===== config.mk =====
export PLATFORM = sky130hd
export DESIGN_NAME = disp_scan_ctrl
export DESIGN_NICKNAME = d
export VERILOG_FILES = /design/src/rtl/disp_scan_ctrl_pkg.sv /design/src/rtl/disp_scan_ctrl_scan_timer.sv /design/src/rtl/disp_scan_ctrl.sv
export SDC_FILE = /design/constraint.sdc
export NUM_CORES = 1
export LEC_CHECK = 0
export ABC_AREA = 1
export CORE_MARGIN = 2
export CORE_UTILIZATION = 32
export CTS_CLUSTER_DIAMETER = 100
export DETAILED_ROUTE_END_ITERATION = 10
export DONT_BUFFER_PORTS = 1
export GPL_TIMING_DRIVEN = 0
export PLACE_DENSITY_LB_ADDON = 0.12
export SYNTH_ARGS = -nofsm -noshare
export SYNTH_HDL_FRONTEND = slang
export SYNTH_SLANG_ARGS = --single-unit

===== constraint.sdc =====
create_clock -name CP -period 2.05 [get_ports CP]
set_input_delay 0.205 -clock CP [delete_from_list [all_inputs] [get_ports CP]]
set_output_delay 0.205 -clock CP [all_outputs]
set_load 0.05 [all_outputs]

===== src/rtl/disp_scan_ctrl_pkg.sv =====
// Shared types, constants and digit helpers for the multiplexed display scanner.
package disp_pkg;

    typedef enum logic [1:0] {
        ST_IDLE = 2'd0,
        ST_SHOW = 2'd1,
        ST_GAP  = 2'd2
    } state_t;

    localparam int NDIG  = 4;
    localparam int BCD_W = 4;
    localparam logic [BCD_W-1:0] LT_CODE = 4'd8;

    function automatic logic [BCD_W-1:0] digit_of(input logic [NDIG*BCD_W-1:0] word,
                                                  input logic [1:0] idx);
        return word[{idx, 2'b00} +: BCD_W];
    endfunction

    // A digit is suppressed only if it and every more-significant digit are zero;
    // digit 0 always shows so a zero value still reads "0".
    function automatic logic lz_blank(input logic [NDIG*BCD_W-1:0] word,
                                      input logic [1:0] idx,
                                      input logic lzb);
        logic upper_zero;
        upper_zero = 1'b1;
        for (int i = 1; i < NDIG; i++) begin
            if (i >= int'(idx) && word[i*BCD_W +: BCD_W] != '0)
                upper_zero = 1'b0;
        end
        return lzb && (idx != 2'd0) && upper_zero;
    endfunction

endpackage


===== src/rtl/disp_scan_ctrl_scan_timer.sv =====
// Loadable down-counter with a terminal-zero flag; it stops at zero until reloaded.
module scan_timer #(
    parameter int W = 16
) (
    input  logic         clk,
    input  logic         rst_n,
    input  logic         load,
    input  logic [W-1:0] load_val,
    output logic         zero
);

    logic [W-1:0] count;

    always_ff @(posedge clk or negedge rst_n) begin
        if (!rst_n)
            count <= '0;
        else if (load)
            count <= load_val;
        else if (count != '0)
            count <= count - W'(1);
    end

    assign zero = (count == '0);

endmodule


===== src/rtl/disp_scan_ctrl.sv =====
// Four-digit multiplexed display scanner: per-frame BCD snapshot, one lit digit at a
// time with a blank gap between digits, leading-zero suppression and lamp test.
module disp_scan_ctrl
    import disp_pkg::*;
#(
    parameter int DWELL = 250,
    parameter int GAP   = 4
) (
    input  logic                    CP,
    input  logic                    MRN,
    input  logic                    EN,
    input  logic [NDIG*BCD_W-1:0]   Dn,
    input  logic                    LZB,
    input  logic                    LT_N,
    output logic [BCD_W-1:0]        BCD,
    output logic                    BLANK,
    output logic [NDIG-1:0]         DIG_N,
    output logic                    FRAME,
    output state_t                  state_dbg
);

    localparam logic [15:0] DWELL_LD = 16'(DWELL - 1);
    localparam logic [15:0] GAP_LD   = 16'(GAP - 1);

    state_t                  state;
    logic [1:0]              idx;
    logic [NDIG*BCD_W-1:0]   snap;

    logic                    tmr_load;
    logic [15:0]             tmr_val;
    logic                    tmr_zero;

    logic [1:0]              next_idx;
    logic [NDIG*BCD_W-1:0]   next_snap;
    logic [BCD_W-1:0]        show_bcd;
    logic                    show_blank;
    logic [NDIG-1:0]         show_dig;

    scan_timer #(.W(16)) u_timer (
        .clk      (CP),
        .rst_n    (MRN),
        .load     (tmr_load),
        .load_val (tmr_val),
        .zero     (tmr_zero)
    );

    // Timer is reloaded on every phase change and parked at zero whenever idle.
    always_comb begin
        tmr_load = 1'b1;
        tmr_val  = '0;
        case (state)
            ST_IDLE: if (EN) tmr_val = DWELL_LD;
            ST_SHOW: begin
                if (EN && tmr_zero)  tmr_val  = GAP_LD;
                else if (EN)         tmr_load = 1'b0;
            end
            ST_GAP: begin
                if (EN && tmr_zero)  tmr_val  = DWELL_LD;
                else if (EN)         tmr_load = 1'b0;
            end
            default: ;
        endcase
    end

    // Digit and snapshot that the next SHOW cycle will present.
    always_comb begin
        next_idx  = idx;
        next_snap = snap;
        case (state)
            ST_IDLE: begin
                next_idx  = 2'd0;
                next_snap = Dn;
            end
            ST_GAP: begin
                next_idx = idx + 2'd1;
                if (idx == 2'd3) next_snap = Dn;
            end
            default: ;
        endcase
    end

    always_comb begin
        show_bcd   = LT_N ? digit_of(next_snap, next_idx) : LT_CODE;
        show_blank = LT_N ? lz_blank(next_snap, next_idx, LZB) : 1'b0;
        show_dig   = ~(4'b0001 << next_idx);
    end

    always_ff @(posedge CP or negedge MRN) begin
        if (!MRN) begin
            state <= ST_IDLE;
            idx   <= '0;
            snap  <= '0;
            BCD   <= '0;
            BLANK <= 1'b1;
            DIG_N <= 4'b1111;
            FRAME <= 1'b0;
        end else begin
            FRAME <= 1'b0;
            case (state)
                ST_IDLE: begin
                    if (EN) begin
                        state <= ST_SHOW;
                        idx   <= next_idx;
                        snap  <= next_snap;
                        FRAME <= 1'b1;
                        BCD   <= show_bcd;
                        BLANK <= show_blank;
                        DIG_N <= show_dig;
                    end else begin
                        BCD   <= '0;
                        BLANK <= 1'b1;
                        DIG_N <= 4'b1111;
                    end
                end
                ST_SHOW: begin
                    if (!EN) begin
                        state <= ST_IDLE;
                        BCD   <= '0;
                        BLANK <= 1'b1;
                        DIG_N <= 4'b1111;
                    end else if (tmr_zero) begin
                        state <= ST_GAP;
                        BLANK <= 1'b1;
                        DIG_N <= 4'b1111;
                    end else begin
                        BCD   <= show_bcd;
                        BLANK <= show_blank;
                        DIG_N <= show_dig;
                    end
                end
                ST_GAP: begin
                    if (!EN) begin
                        state <= ST_IDLE;
                        BCD   <= '0;
                        BLANK <= 1'b1;
                        DIG_N <= 4'b1111;
                    end else if (tmr_zero) begin
                        state <= ST_SHOW;
                        idx   <= next_idx;
                        snap  <= next_snap;
                        FRAME <= (idx == 2'd3);
                        BCD   <= show_bcd;
                        BLANK <= show_blank;
                        DIG_N <= show_dig;
                    end
                end
                default: state <= ST_IDLE;
            endcase
        end
    end

    assign state_dbg = state;

endmodule


==> flow_summary.yaml, run 1 <==
worst_setup_path:
  critPathKind: "register to register"
  reg2reg_from: "state_dbg[0]"
  crit_top_cell: "nand2_1"
  end_kind: "register"
  rrSetupSlack_ns: 0.06
  path_max_fanout: 10
  crit_arrival_ns: 2.23
  r2r_end: "BLANK"
  critPathSlowestCell: "dfrtp_4"
  cpPeakStageDelay_ns: 0.61
  r2r_cells: 13
  startpoint_type: "register"
  worstPathCellList: "inv_6, ha_4, inv_6, nand2_8, buf_12, nand2_8, nand2_1, nand2_2, nor2_2, nand2_1, nand2_1, nand3_1, a21oi_1"
  critPathRequiredTime_ns: 2.29
placement:
  dpl_cell_area_um2: 2920
  post-dp-hpwl_mm: 5.20
  port_buffers: 0
  post-place-cells: 484
  place_congestion: 0.799
logic_synthesis:
  ys_seq_area_frac: 0.416
  synth_top_family_by_area: "simple AND/OR/NAND/NOR gates"
  synth-compound-area-share: 0.0972
  synth_xor_area_frac: 0.0220
  synth.cell_area_um2: 2780
  ys_types: 35
  synth-simple-area-share: 0.342
  syn_avg_cell_area_um2: 7.40
  synth_fa_ha_area_frac: 0.0450
  ys_ff_latch: 46
  synth_mux_area_frac: 0
  syn_nets: 407
  postSynthCellCount: 376
  yosysWarnings: 0
route:
  ant_nets: 0
  drt_wl_total_mm: 7.26
  routed-via-count: 2392
  via_per_inst: 4.75
  drcViolationCount: 0
  dr.first_iter.drc_count: 88
  dr.pass1.iters: 4
  post_drt_wl_per_cell_um: 14.4
timing:
  rsz0062_at_grt: "true"
  finalCritPeriodShare: 0.970
  fin_skew_ns: 0.0109
  worst_pin_slew_ns: 0.503
  slew_violations: 0
  max_slew_margin: 0.665
  hold_viol: 0
  period_minus_slack_ns: 1.99
  setup_violations: 0
  holdWs_ns: 0.113
  max_freq_mhz: 503
cts:
  clock_latency_ns: 0.30
  cts_tree: "done"
  cts_buffers: 5
  clk_pin_slew_worst_paths_ns: 0.09
  cts_max_level: 2
  clock-root-buffer: "clkbuf_8"
  cts.sinks: 46
  cts_buffer_depth: 2
pwr:
  p_leak_nw: 1.59
  power.density_nw_per_um2: 1650
  power_frac_seq: 0.319
  p_sw_w: 0.00280
  irDropWorstVdd_v: 0.000691
  power_frac_comb: 0.573
  p_clk_frac: 0.108
  sw_frac_of_total: 0.505
  p_int_w: 0.00274
die:
  initial_core_util: 0.324
  die_x_um: 97.2
  die_area_um2: 9450
  die_h_um: 97.2
  num_rows: 34
  core-area_um2: 8590
  ios: 33
global_route:
  grt_antenna_before_repair: 0
  overflow: 0
  grt_max_degree: 47
  grt_pass1_wl_mm: 12.4
  grt_pass1_vias: 2455
  track_usage: 0.164
final_layout:
  final_nets: 426
  fin_cells: 504
  diodes: 0
  drive_gt1_frac: 0.207
  syn2layout_area_growth_pct: 20.4
  final_area_um2: 3350
hold_path:
  min_to: "BLANK"
  whs_path_depth: 4
  min-delay-start: "LZB"
  hp-class: "primary input to register"
flow_run:
  drv_cap: 0
outcome:
  status: "completed"
-- per-stage QoR --
| stage | power (W) | setup WS, ns | util | setup TNS [ns] |
|---|---|---|---|---|
| global route | 0.00610 | -0.0301 | 0.390 | -0.106 |
| global placement | 0.00434 | -0.382 | 0.340 | -2.06 |
| finish | 0.00554 | 0.0608 | 0.390 | 0 |
| floorplan | 0.00370 | 0.0351 | - | 0 |
| detailed placement | 0.00435 | -0.389 | 0.340 | -2.15 |
| CTS | 0.00536 | 0.00290 | 0.376 | 0 |
-- timing repair --
action / in CTS / in global routing
hold buffers: 2 / 0
cloned: 1 / 0
resized for setup: 37 / 31
hold endpoints to repair: 46 / 0
endpoints found under the setup margin: 18 / 18
buffers inserted: 4 / 6
pin swaps: 7 / 17
-- critical path: cells and delay by family, from the launching register on --
kind	cells	cell delay (ns)
buffers and inverters	3	0.31
adders and majority gates	1	0.20
DFF	1	0.61
and+or+nand+nor	8	0.65
AOI/OAI and AO/OA	1	0.14
-- area by class of cell --
type / instances / area, µm²
fillers: 907 / 5240
multi-input cells: 281 / 1570
flip-flops and latches: 46 / 1160
inverters: 40 / 168
repair buffers: 13 / 144
well taps: 108 / 135
clock buffers: 7 / 86.3
plain buffers: 8 / 81.3
clock inverters: 1 / 5.00
-- cells in the mapped netlist --
master | instances | area, µm²
ha_1 | 10 | 125
nor3b_1 | 1 | 7.51
xor2_1 | 7 | 61.3
a21boi_1 | 1 | 7.51
nor2_2 | 2 | 12.5
nand3_1 | 29 | 145
inv_1 | 39 | 146
nand3_2 | 2 | 20.0
o21ai_0 | 8 | 40.0
inv_2 | 1 | 3.75
a31oi_1 | 2 | 12.5
nor3_2 | 1 | 10.0
nand2_2 | 6 | 37.5
a21oi_1 | 11 | 55.1
nand2_8 | 1 | 20.0
and3_1 | 1 | 6.26
buf_6 | 2 | 22.5
o31ai_1 | 1 | 7.51
o211ai_1 | 2 | 15.0
nor2_1 | 37 | 139
dfrtp_1 | 41 | 1030
or2_2 | 1 | 6.26
o21ai_2 | 1 | 8.76
nand2_4 | 1 | 11.3
dfstp_2 | 5 | 131
clkbuf_1 | 1 | 3.75
buf_2 | 5 | 25.0
nand4_1 | 5 | 31.3
nand2_1 | 126 | 473
buf_8 | 1 | 15.0
o21ai_1 | 18 | 90.1
o221ai_4 | 1 | 26.3
nor3_1 | 4 | 20.0
nor2_4 | 1 | 11.3
o21a_1 | 1 | 7.51
-- kinds of logic (layout without fill, tap and decap cells) --
kind of cell,count (synthesis),after routing
xor+xnor,7,7
buf+inv,49,69
flops,46,46
compound gates,46,46
simple gates,218,218
fa+ha+maj,10,10
-- metal layers --
metal | wire, µm | part of all wire | GRT usage
met3 | 314 | 0.043 | 0.0309
met1 | 3310 | 0.46 | 0.217
met4 | 108 | 0.015 | 0.0513
met2 | 3520 | 0.49 | 0.275
met5 | 0 | 0 | 0
-- sequential cells by signal, summed over array words and instances (netlist names) --
register,cells
snap,16
BCD,4
u_timer.count,16
DIG_N,4
FRAME,1
BLANK,1
idx,2
state_dbg,2
-- worst max path at each step --
stage,from,endpoint,slack [ns],cells after the start
after floorplan,state_dbg[0],BCD[3],0.04,12
after global placement,state_dbg[0],BCD[0],-0.38,12
after detailed placement,state_dbg[0],BCD[0],-0.39,12
after CTS,state_dbg[0],BCD[2],0.003,11
after global routing,state_dbg[0],BCD[3],-0.03,13
final,state_dbg[0],BLANK,0.06,13
-- cell usage in the layout (no fill, tap or decap), types with 4 or more instances in the layout --
| master | Yosys | routed |
|---|---|---|
| a21oi_1 | 11 | 11 |
| nand2_4 | 1 | 6 |
| nor2_4 | 1 | 5 |
| nand2_2 | 6 | 15 |
| buf_4 | 0 | 10 |
| xor2_1 | 7 | 7 |
| buf_6 | 2 | 5 |
| dfrtp_1 | 41 | 39 |
| o21ai_0 | 8 | 7 |
| o21ai_1 | 18 | 18 |
| nand3_1 | 29 | 29 |
| inv_1 | 39 | 33 |
| clkbuf_8 | 0 | 6 |
| dfstp_2 | 5 | 5 |
| ha_1 | 10 | 8 |
| nor2_2 | 2 | 5 |
| nand4_1 | 5 | 5 |
| nor2_1 | 37 | 30 |
| nor3_1 | 4 | 4 |
| inv_2 | 1 | 4 |
| nand2_1 | 126 | 111 |
-- power by group through the flow --
stage | clock, W | sequential (W) | combinational (W)
3_5_place_dp | 0 | 0.00176 | 0.00258
3_3_place_gp | 0 | 0.00176 | 0.00258
4_1_cts | 0.000621 | 0.00177 | 0.00297
6_report | 0.000597 | 0.00177 | 0.00317
5_1_grt | 0.000665 | 0.00182 | 0.00361
2_1_floorplan | 0 | 0.00170 | 0.00200
No activity file was read; power rests on OpenSTA's default activity.
==> run 2: changes to the inputs <==
- GPL_ROUTABILITY_DRIVEN: default -> 0
==> results of run 2 <==
The final DEF is identical to that of run 1; final timing and power are the same.
